<file path="config.mk">
export PLATFORM = sky130hd
export DESIGN_NAME = alu_op_sequencer
export DESIGN_NICKNAME = d
export VERILOG_FILES = /design/src/rtl/alu_op_sequencer_pkg.sv /design/src/rtl/alu_op_sequencer_fifo.sv /design/src/rtl/alu_op_sequencer.sv
export SDC_FILE = /design/constraint.sdc
export NUM_CORES = 1
export LEC_CHECK = 0
export BUFFER_PORTS_ARGS = -buffer_cell sky130_fd_sc_hd__buf_2
export CORE_MARGIN = 2
export CORE_UTILIZATION = 32
export CTS_CLUSTER_DIAMETER = 120
export CTS_CLUSTER_SIZE = 14
export DETAILED_ROUTE_END_ITERATION = 10
export SLEW_MARGIN = 20
export SYNTH_ARGS = -nofsm -noshare
export SYNTH_HDL_FRONTEND = slang
export SYNTH_HIERARCHICAL = 1
export SYNTH_SLANG_ARGS = --single-unit
</file>
<file path="constraint.sdc">
create_clock -name clk -period 2.65 [get_ports clk]
set_input_delay 0.265 -clock clk [delete_from_list [all_inputs] [get_ports clk]]
set_output_delay 0.265 -clock clk [all_outputs]
set_load 0.01 [all_outputs]
</file>
<file path="src/rtl/alu_op_sequencer_pkg.sv">
// Shared types and constants for the ALU command sequencer: op encodings,
// FSM states and the packed command layout.
package alu_pkg;

    localparam logic [1:0] OP_ADD = 2'b00;
    localparam logic [1:0] OP_SUB = 2'b01;
    localparam logic [1:0] OP_AND = 2'b10;
    localparam logic [1:0] OP_OR  = 2'b11;

    localparam int unsigned A_LSB   = 0;
    localparam int unsigned B_LSB   = 3;
    localparam int unsigned SEL_LSB = 6;
    localparam int unsigned CMD_W   = 8;
    localparam int unsigned RES_W   = 6;

    typedef enum logic [1:0] {
        S_IDLE,
        S_HOLD,
        S_CAPTURE
    } state_t;

    // Field order matches {sel[7:6], B[5:3], A[2:0]}.
    typedef struct packed {
        logic [1:0] sel;
        logic [2:0] b;
        logic [2:0] a;
    } cmd_t;

endpackage

</file>
<file path="src/rtl/alu_op_sequencer_fifo.sv">
// Response FIFO with a registered head: rdata/empty are flops, loaded with
// the next head value so a push into an empty FIFO is visible one edge later.
module alu_rsp_fifo #(
    parameter int unsigned WIDTH = 6,
    parameter int unsigned DEPTH = 4
) (
    input  logic                       clk,
    input  logic                       rst_n,
    input  logic                       push,
    input  logic [WIDTH-1:0]           wdata,
    input  logic                       pop,
    output logic [WIDTH-1:0]           rdata,
    output logic                       full,
    output logic                       empty,
    output logic [$clog2(DEPTH):0]     count
);
    localparam int unsigned AW = $clog2(DEPTH);
    localparam logic [AW:0] ONE = (AW+1)'(1);

    logic [WIDTH-1:0] mem [DEPTH];
    logic [AW-1:0]    wr_ptr;
    logic [AW-1:0]    rd_ptr;
    logic [AW-1:0]    rd_next;
    logic [AW:0]      count_next;
    logic [AW:0]      remaining;
    logic [WIDTH-1:0] head_next;
    logic             do_push;
    logic             do_pop;

    assign full    = (count == (AW+1)'(DEPTH));
    assign do_push = push & ~full;
    assign do_pop  = pop & ~empty;

    always_comb begin
        count_next = count;
        if (do_push && !do_pop) begin
            count_next = count + ONE;
        end else if (!do_push && do_pop) begin
            count_next = count - ONE;
        end
        rd_next   = do_pop ? rd_ptr + AW'(1) : rd_ptr;
        remaining = do_pop ? count - ONE : count;
        // With no older entry left, the head comes straight from the write port.
        head_next = rdata;
        if (remaining == '0) begin
            if (do_push) begin
                head_next = wdata;
            end
        end else begin
            head_next = mem[rd_next];
        end
    end

    always_ff @(posedge clk) begin
        if (do_push) begin
            mem[wr_ptr] <= wdata;
        end
    end

    always_ff @(posedge clk or negedge rst_n) begin
        if (!rst_n) begin
            wr_ptr <= '0;
            rd_ptr <= '0;
            count  <= '0;
            rdata  <= '0;
            empty  <= 1'b1;
        end else begin
            if (do_push) begin
                wr_ptr <= wr_ptr + AW'(1);
            end
            rd_ptr <= rd_next;
            count  <= count_next;
            rdata  <= head_next;
            empty  <= (count_next == '0);
        end
    end

endmodule

</file>
<file path="src/rtl/alu_op_sequencer.sv">
// Command-side sequencer for the ALU core: latches one command, holds the
// operands for ALU_LAT cycles, then captures the result into the response FIFO.
module alu_op_sequencer
    import alu_pkg::*;
#(
    parameter int unsigned ALU_LAT = 1,
    parameter int unsigned DEPTH   = 4
) (
    input  logic                clk,
    input  logic                rst_n,
    input  logic                cmd_valid,
    output logic                cmd_ready,
    input  logic [CMD_W-1:0]    cmd_data,
    output logic [2:0]          alu_a,
    output logic [2:0]          alu_b,
    output logic [1:0]          alu_sel,
    input  logic [RES_W-1:0]    alu_result,
    output logic                rsp_valid,
    input  logic                rsp_ready,
    output logic [RES_W-1:0]    rsp_data,
    output logic                busy
);
    localparam int unsigned AW = $clog2(DEPTH);
    localparam int unsigned CW = (ALU_LAT > 1) ? $clog2(ALU_LAT) : 1;

    state_t          state;
    state_t          state_next;
    cmd_t            cmd;
    logic [CW-1:0]   hold_cnt;
    logic            load_ops;
    logic            push;
    logic            pending;
    logic            fifo_full;
    logic            fifo_empty;
    logic [AW:0]     fifo_count;
    logic [AW+1:0]   occupancy;

    assign cmd       = cmd_t'(cmd_data);
    assign busy      = (state != S_IDLE);
    assign pending   = (state != S_IDLE);
    // In-flight command counts against capacity so CAPTURE always has a free slot.
    assign occupancy = {1'b0, fifo_count} + (AW+2)'(pending);
    assign rsp_valid = ~fifo_empty;

    always_comb begin
        state_next = state;
        cmd_ready  = 1'b0;
        load_ops   = 1'b0;
        push       = 1'b0;
        unique case (state)
            S_IDLE: begin
                cmd_ready = rst_n & ~fifo_full & (occupancy < (AW+2)'(DEPTH));
                if (cmd_valid && cmd_ready) begin
                    load_ops   = 1'b1;
                    state_next = S_HOLD;
                end
            end
            S_HOLD: begin
                if (hold_cnt == '0) begin
                    state_next = S_CAPTURE;
                end
            end
            S_CAPTURE: begin
                push       = 1'b1;
                state_next = S_IDLE;
            end
            default: state_next = S_IDLE;
        endcase
    end

    always_ff @(posedge clk or negedge rst_n) begin
        if (!rst_n) begin
            state    <= S_IDLE;
            hold_cnt <= '0;
            alu_a    <= '0;
            alu_b    <= '0;
            alu_sel  <= '0;
        end else begin
            state <= state_next;
            if (load_ops) begin
                alu_a    <= cmd.a;
                alu_b    <= cmd.b;
                alu_sel  <= cmd.sel;
                hold_cnt <= CW'(ALU_LAT - 1);
            end else if (state == S_HOLD && hold_cnt != '0) begin
                hold_cnt <= hold_cnt - CW'(1);
            end
        end
    end

    alu_rsp_fifo #(
        .WIDTH (RES_W),
        .DEPTH (DEPTH)
    ) u_rsp_fifo (
        .clk   (clk),
        .rst_n (rst_n),
        .push  (push),
        .wdata (alu_result),
        .pop   (rsp_ready),
        .rdata (rsp_data),
        .full  (fifo_full),
        .empty (fifo_empty),
        .count (fifo_count)
    );

endmodule

</file>
[After elaboration in Yosys (flattened, before gate mapping)]
Memories as Yosys holds them, arrays and structs flattened.
Index checks and enable logic that the tools add are counted.
Operators by class
  equal/unequal tests: 6
  multiplexer cells: 17
  order comparisons: 1
  reductions and logical operators: 12
  bitwise operators: 6
  $add $sub $neg: 6
Operators by type and width (count)
  $mux W6: 2
  $mux W3: 3
  $mux W1: 8
  $logic_not A3 Y1: 2
  $mux W2: 3
  $add A2 B1 Y2 const B: 2
  $add A3 B1 Y4: 1
  $and A1 B1 Y1: 4
  $logic_and A1 B1 Y1: 4
  $lt A4 B3 Y1 const B: 1
  $ne A2 B2 Y1 const B: 2
  $pmux W2 S2: 1
  $reduce_bool A2 Y1: 2
  $add A3 B1 Y3 const B: 1
  $eq A3 B3 Y1 const B: 1
  $sub A3 B1 Y3 const B: 1
  $eq A2 B1 Y1 const B: 1
  $eq A2 B2 Y1 const B: 1
  $logic_not A1 Y1: 2
  $logic_not A2 Y1: 1
  $ne A2 B1 Y1 const B: 1
  $not A1 Y1: 2
  $reduce_and A2 Y1: 1
  $sub A1 B1 Y1 const B: 1
Word-level totals
  input port bits: 18
  memories: 1
  bits in writable memories: 24
  output and inout port bits: 17
  logic and storage cells: 59
  register bits after elaboration: 25
Memories
  u_rsp_fifo.mem: words 4, bits a word 6, read ports 1, clocked after memory_dff 0, write ports 1, RTL line alu_op_sequencer_fifo.sv:20  | logic [WIDTH-1:0] mem [DEPTH];

[Logic depth before layout (Yosys ltp)]
Gate-level depths: netlist (run 1).
  depth after elaboration: 8
  mapped depth: 7
  mapped depth without buffers: 6

[Cells and area by module]
The synthesis (run 1) kept the hierarchy.
Modules (own cells, without submodules)
  alu_rsp_fifo: cells each 121, sequential area each 1072.3 um^2, times used 1, area an instance 1946.9 um^2
  alu_op_sequencer: cells each 32, sequential area each 275.3 um^2, times used 1, area an instance 480.5 um^2

[Worst setup path after synthesis (run 1)]
Ideal clock, no wire load.
  kind: reg2reg
  from: register u_rsp_fifo.count[0]
  to: register alu_a[0]
  setup slack: 0.702 ns
  cell stages (with the launch flop): 8
  library setup time: 0.125 ns
  period minus slack after synthesis: 1.948 ns
  required time: 2.525 ns
  buffers on the path: 1
  arrival: 1.823 ns
  cells stage by stage: dfrtp_1 -> inv_1 -> ha_1 -> and2_1 -> nand2b_1 -> or4_4 -> buf_6 -> mux2_4
Between the ends
  cells in the longest elaborated chain, start to end: 7
  elaborated cells on any way between the ends: 9
  those cells by class: add/sub (1); order compare (1); eq/ne (1); mux (2); bitwise (3); reduce/logical (1)
Ends and longest elaborated chain
  start, declared: RTL line alu_op_sequencer_fifo.sv:15  | output logic [$clog2(DEPTH):0] count
  start signal, assigned: RTL line alu_op_sequencer_fifo.sv:72  | count <= count_next;
  $eq A3 B3 Y1: RTL line alu_op_sequencer_fifo.sv:30  | assign full = (count == (AW+1)'(DEPTH));
  named net fifo_full: RTL line alu_op_sequencer.sv:33  | logic fifo_full;
  $not A1 Y1: RTL line alu_op_sequencer.sv:52  | cmd_ready = rst_n & ~fifo_full & (occupancy < (AW+2)'(DEPTH));
  $and A1 B1 Y1 (2 in a row): RTL line alu_op_sequencer.sv:52
  $logic_and A1 B1 Y1: RTL line alu_op_sequencer.sv:53  | if (cmd_valid && cmd_ready) begin
  $mux W1: RTL line alu_op_sequencer.sv:53
  $mux W1: RTL line alu_op_sequencer.sv:50  | unique case (state)
  end signal, assigned: RTL line alu_op_sequencer.sv:81  | alu_a <= cmd.a;
  end, declared: RTL line alu_op_sequencer.sv:14  | output logic [2:0] alu_a,
The timed path passes the listed nets, and every way through them passes these cells.
A chain may end at the register's enable or synchronous reset.

[Worst setup path after layout (run 1)]
  from: register u_rsp_fifo.count[0]
  to: register alu_a[1]
Same word-level chain as after synthesis.

==> results.toml, run 1 <==
[detailed_routing]
postRouteAntennaNets = 0
vias_per_cell = 4.547
dr_total_vias = 1314
first_iter_violations = 54
first_pass_iters = 4
wl_mm = 4.289
drc = 0
avgRoutedWirePerCell_um = 14.84

[setup_path]
crit_end = "alu_a[1]$_DFFE_PN0P_"
cp.arrival_ns = 2.25
reg2reg_depth = 6
critPathCaptureType = "flop"
r2r-end = "alu_a[1]$_DFFE_PN0P_"
crit_chain = "inv_1 -> ha_1 -> and2_1 -> nand2b_1 -> or4_4 -> mux2_4"
cp-start-kind = "flop"
max_stage_delay_ns = 0.54
r2r_start = "u_rsp_fifo/count[0]$_DFF_PN0_"
cp.required_ns = 2.84
rrSetupSlack_ns = 0.59
worstSetupPathType = "reg -> reg"
crit_slowest_cell = "or4_4"
cp-startpoint = "u_rsp_fifo/count[0]$_DFF_PN0_"
path_max_fanout = 10

[final_layout]
stdcell_area_mm2 = 0.002775
final_cell_mix = "buf_2, mux2i_1, dfrtp_1, edfxtp_1, mux4_2"
drive_gt1_share_pct = 35.26
syn2layout_area_growth_pct = 14.33
final_common_cell = "buf_2"
fin_nets = 214
n_antenna_cell = 0
n_fill_cell = 735

[die]
die_height_um = 91.10
rows = 31
core_area_mm2 = 0.007292
pin_count = 35
initial_core_util_pct = 33.29
die_area_mm2 = 0.008298
dieWidth_um = 91.10

[placed_design]
numPortBuffers = 34
placed_area_mm2 = 0.002654
place_hpwl_mm = 3.018
gp_congestion = 0.7242
place_ws_ns = 0.6017

[logic_synthesis]
ys.flop_type = "edfxtp_1"
syn_area_mm2 = 0.002427
syn-num-nets = 178
yosysSeqAreaShare_pct = 55.52
synth_edf_count = 24
synth-seq-cells = 49
syn_avg_cell_area_um2 = 15.86
synth_async_sr_flop_share_pct = 51.02
synth_cell_types = 35
synth_cells = 153
synth_warnings = 6

[global_route]
antenna_found_initial = 0
grt_pass1_wl_mm = 7.182
grt_pass1_vias = 1402
grt_max_degree = 26
grt_usage_pct = 11.44
grt_overflow_total = 0

[timing]
post-route-period-util_pct = 77.83
report.final.slew_viol_count = 0
fmax_ghz = 0.4849
finalCriticalPeriod_ns = 2.062
hold_viol_final = 0
rsz0062_at_grt = "no"
slew-limit-headroom_pct = 50.37
tightest_slew_ns = 0.7419
layout_setup_ws_ns = 0.5876
setup_viol = 0
tns_ns = 0
fin_skew_ns = 0.01028

[clock_tree]
clockBufferDepth = 2
ctsRootBufferMaster = "clkbuf_8"
clk_pin_slew_worst_paths_ns = 0.09
htreeDepth = 2
clock_latency_ns = 0.30
cts_tree = "built"
cts_made_buffers = 5
clkSinkCount = 49

[worst_hold_path]
hp-class = "in -> reg"

[pwr]
power.density_mw_per_mm2 = 1021
max-vdd-ir-drop_v = 0.0004490
p_leak_nw = 1.171

[outcome]
status = "completed"

[flow_run]
drv_cap = 0
-- kinds of logic (layout without fill, tap and decap cells) --
group / after synthesis / count (layout) / share of synthesized area [%]
adders and majority gates: 8 / 8 / 4.020
AOI/OAI and AO/OA: 8 / 8 / 2.990
and+or+nand+nor: 23 / 23 / 6.392
xor gates and xnor gates: 6 / 6 / 2.165
buffers and inverters: 15 / 52 / 4.485
muxes: 44 / 44 / 24.43
DFF: 49 / 49 / 55.52
-- synth_stat cells, types with 2 or more instances --
master	count	area share [%]
nand2_1	2	0.31
dfrtp_1	24	25
buf_6	2	0.93
mux2i_1	27	11
buf_12	2	1.6
mux4_2	9	8.4
o21ai_0	3	0.62
mux2_4	8	4.9
a21oi_1	2	0.41
xnor2_1	6	2.2
and2_1	5	1.3
buf_2	4	0.82
ha_1	7	3.6
inv_1	7	1.1
edfxtp_1	24	30
and3_1	2	0.52
-- registers in the layout (all words and copies together), names as in the netlist --
signal,count
u_rsp_fifo/rd_ptr,2
state,2
alu_a,3
alu_sel,2
u_rsp_fifo/count,3
alu_b,3
u_rsp_fifo/empty,1
u_rsp_fifo/wr_ptr,2
u_rsp_fifo/rdata,6
hold_cnt,1
u_rsp_fifo/mem,24
-- what timing repair did --
action,CTS,global route
hold buffers,1,0
endpoints found under the setup margin,0,0
gates resized for setup,0,0
buffers inserted,0,0
hold endpoints to repair,21,0
-- where the power goes --
part	switching, mW	internal [mW]	total, mW
clock network	0.239	0.283	0.523
registers	0.215	1.01	1.22
logic	0.481	0.607	1.09
total	0.935	1.90	2.83
-- metal layers --
layer  GRT usage (%)  share of wire [%]  vias to the layer above
met3           2.490                3.4                        7
met5               0                  0                        -
met1           14.46                 46                      648
li1                -                  -                      635
met2           18.40                 48                       24
met4           6.061                2.4                        0
-- worst max-delay path: cells and delay by family, from the launching register on --
family,cells,cell delay (ns)
buffers and inverters,1,0.10
DFF,1,0.47
and+or+nand+nor,3,0.81
adders and majority gates,1,0.22
muxes,1,0.34
-- layout make-up --
| class | count | area, um2 | area share (%) |
|---|---|---|---|
| Clock buffer | 6 | 72.57 | 2.615 |
| Timing Repair Buffer | 37 | 195.2 | 7.033 |
| Clock inverter | 2 | 38.79 | 1.398 |
| Tap cell | 99 | 123.9 | 4.463 |
| Inverter | 7 | 26.28 | 0.9468 |
| Multi-Input combinational cell | 89 | 970.9 | 34.99 |
| Sequential cell | 49 | 1348 | 48.56 |
-- how the worst min path moves through the flow --
stage	start	slack, ns	depth (start not counted)	to
final	cmd_data[4]	0.19	2	alu_b[1]$_DFFE_PN0P_
after global routing	cmd_data[4]	0.16	2	alu_b[1]$_DFFE_PN0P_
after CTS	cmd_data[4]	0.18	2	alu_b[1]$_DFFE_PN0P_
after detailed placement	rst_n	0.33	2	u_rsp_fifo/count[2]$_DFF_PN0_
after global placement	rst_n	0.34	2	u_rsp_fifo/count[2]$_DFF_PN0_
after floorplan	rst_n	-0.03	0	alu_a[0]$_DFFE_PN0P_
-- through the flow --
stage / hold WS (ns) / std cells / utilization [%] / power (mW)
2_1_floorplan: -0.03059 / 153 / - / 2.065
5_1_grt: 0.1644 / 289 / 38.06 / 3.032
4_1_cts: 0.1759 / 289 / 38.06 / 2.882
3_5_place_dp: 0.3274 / 280 / 36.39 / 2.344
3_3_place_gp: 0.3373 / 280 / 36.39 / 2.320
6_report: 0.1878 / 289 / 38.06 / 2.834
Power figures use the tool's default switching activity.
==> run 2, diff against run 1 <==
==> constraint.sdc (replaced) <==
create_clock -name clk -period 2.1 [get_ports clk]
set_input_delay 0.21 -clock clk [delete_from_list [all_inputs] [get_ports clk]]
set_output_delay 0.21 -clock clk [all_outputs]
set_load 0.01 [all_outputs]
==> run 2 against run 1 <==
Count of clock-buffer cells in the layout down 1. Hold slack worse by 0.052 ns. Cell count rose by 1.0%. Critical path depth unchanged. Combinational power rose by 32%. Sequential share of layout area fell by 1.0 points. Utilization up 0.84 points. Die area did not move. First-iteration DRC count fell by 76%. Clock power increased by 52%.
==> results.toml, run 2 (same netlist as run 1, synthesis figures left out) <==
[placed_design]
dp_cells = 283
placed_area_mm2 = 0.002689
gp_congestion = 0.7026
numPortBuffers = 34
place_hpwl_mm = 2.929

[global_route]
grt_usage_pct = 10.45
grt_pass1_vias = 1299
grt_max_degree = 26
antenna_found_initial = 0
grt_overflow_total = 0
grt_pass1_wl_mm = 6.693

[clock_tree]
cts_made_buffers = 5
clock_latency_ns = 0.29
cts_tree = "built"
clockBufferDepth = 2
ctsRootBufferMaster = "clkbuf_8"
htreeDepth = 2
clkSinkCount = 49
cts_resized = 0
clk_pin_slew_worst_paths_ns = 0.09

[setup_path]
cp.arrival_ns = 2.09
cp-startpoint = "u_rsp_fifo/count[0]$_DFF_PN0_"
worstSetupPathType = "reg -> reg"
r2r_start = "u_rsp_fifo/count[0]$_DFF_PN0_"
rrSetupSlack_ns = 0.19
cp-start-kind = "flop"
critPathCaptureType = "flop"
cp.required_ns = 2.29
path_max_fanout = 10
reg2reg_depth = 6
r2r-end = "alu_a[0]$_DFFE_PN0P_"
crit_end = "alu_a[0]$_DFFE_PN0P_"

[final_layout]
final_cell_mix = "buf_2, mux2i_1, dfrtp_1, edfxtp_1, mux4_2"
n_antenna_cell = 0
fin_nets = 217
final_common_cell = "buf_2"
syn2layout_area_growth_pct = 16.86
top_register = "u_rsp_fifo/mem"
fin_cells = 292
drive_gt1_share_pct = 36.79
largest_registers = "u_rsp_fifo/mem x24, u_rsp_fifo/rdata x6"
largest_reg_flops = 24
stdcell_area_mm2 = 0.002836

[timing]
tightest_slew_ns = 0.7109
tns_ns = 0
report.final.slew_viol_count = 0
fmax_ghz = 0.5247
whs_ns = 0.1358
hold_viol_final = 0
slew-limit-headroom_pct = 52.44
post-route-period-util_pct = 90.76
fin_skew_ns = 0.007270
rsz0062_at_grt = "no"
setup_viol = 0
finalCriticalPeriod_ns = 1.906

[die]
die_area_mm2 = 0.008298
die_height_um = 91.10
initial_core_util_pct = 33.29
pin_count = 35
dieWidth_um = 91.10
rows = 31
core_area_mm2 = 0.007292

[worst_hold_path]
hold_path_depth = 2
min_from = "cmd_data[5]"
hp-class = "in -> reg"

[detailed_routing]
first_pass_iters = 4
drc = 0
postRouteAntennaNets = 0
vias_per_cell = 4.507
dr_total_vias = 1316
first_iter_violations = 13
wl_mm = 4.133
avgRoutedWirePerCell_um = 14.15

[pwr]
power.density_mw_per_mm2 = 1322
p_seq_share_pct = 40.2
combPwrFrac_pct = 38.5
p_leak_nw = 1.202
swShare_pct = 31.60
clkPwrFrac_pct = 21.2
max-vdd-ir-drop_v = 0.0006849
p_int_mw = 2.565
switching_power_mw = 1.185
total_power_mw = 3.750

[outcome]
status = "completed"

[flow_run]
drv_cap = 0
## run 2: changes by cell type in the layout (fill, tap and decap cells not counted)
cell,change
buf_12,+1
bufinv_16,+1
buf_4,+2
clkinv_4,-1
clkbuf_1,-1
inv_6,+1
## run 2: power by group through the flow
stage | Sequential [mW] | Combinational, mW | Clock, mW
4_1_cts | 1.52 | 1.47 | 0.826
6_report | 1.51 | 1.44 | 0.797
5_1_grt | 1.56 | 1.59 | 0.860
2_1_floorplan | 1.51 | 1.09 | 0
3_5_place_dp | 1.54 | 1.46 | 0
3_3_place_gp | 1.53 | 1.44 | 0
## run 2: worst min path at each step
stage / to
2_1_floorplan: alu_a[0]$_DFFE_PN0P_
3_3_place_gp: alu_b[2]$_DFFE_PN0P_
3_5_place_dp: u_rsp_fifo/count[0]$_DFF_PN0_
4_1_cts: alu_b[2]$_DFFE_PN0P_
5_1_grt: alu_sel[0]$_DFFE_PN0P_
6_report: alu_b[2]$_DFFE_PN0P_
## run 2: what timing repair did
item / CTS / global route
buffers inserted: 0 / 0
hold buffers: 1 / 0
endpoints found under the hold margin: 24 / 0
## run 2: through the flow
step | util [%] | setup WS [ns]
2_1_floorplan | - | 0.1517
3_3_place_gp | 36.87 | 0.2150
3_5_place_dp | 36.87 | 0.2020
4_1_cts | 38.90 | 0.1756
5_1_grt | 38.90 | 0.1174
6_report | 38.90 | 0.1940
## run 2: cell type report
type	instances	area [um2]
clock buffer	5	68.82
clock inverter	3	68.82
fill	711	4456
timing repair buffer	40	230.2
sequential	49	1348
tap	99	123.9
inverter	7	26.28
multi-input combinational	89	970.9
## run 2: worst max-delay path, stage by stage (launching register included)
cell and delay (ns):
dfrtp_1 0.36, inv_1 0.06, ha_1 0.21, and2_1 0.13, nand2b_1 0.15, or4_4 0.54
mux2_4 0.33
## run 2: layer usage
metal,track usage (%),vias up,wire (um),part of all wire [%]
met4,3.788,0,53,1.3
met3,2.324,5,131,3.2
met1,14.98,651,2005,49
met2,15.56,21,1943,47
li1,-,639,-,-
met5,0,-,0,0
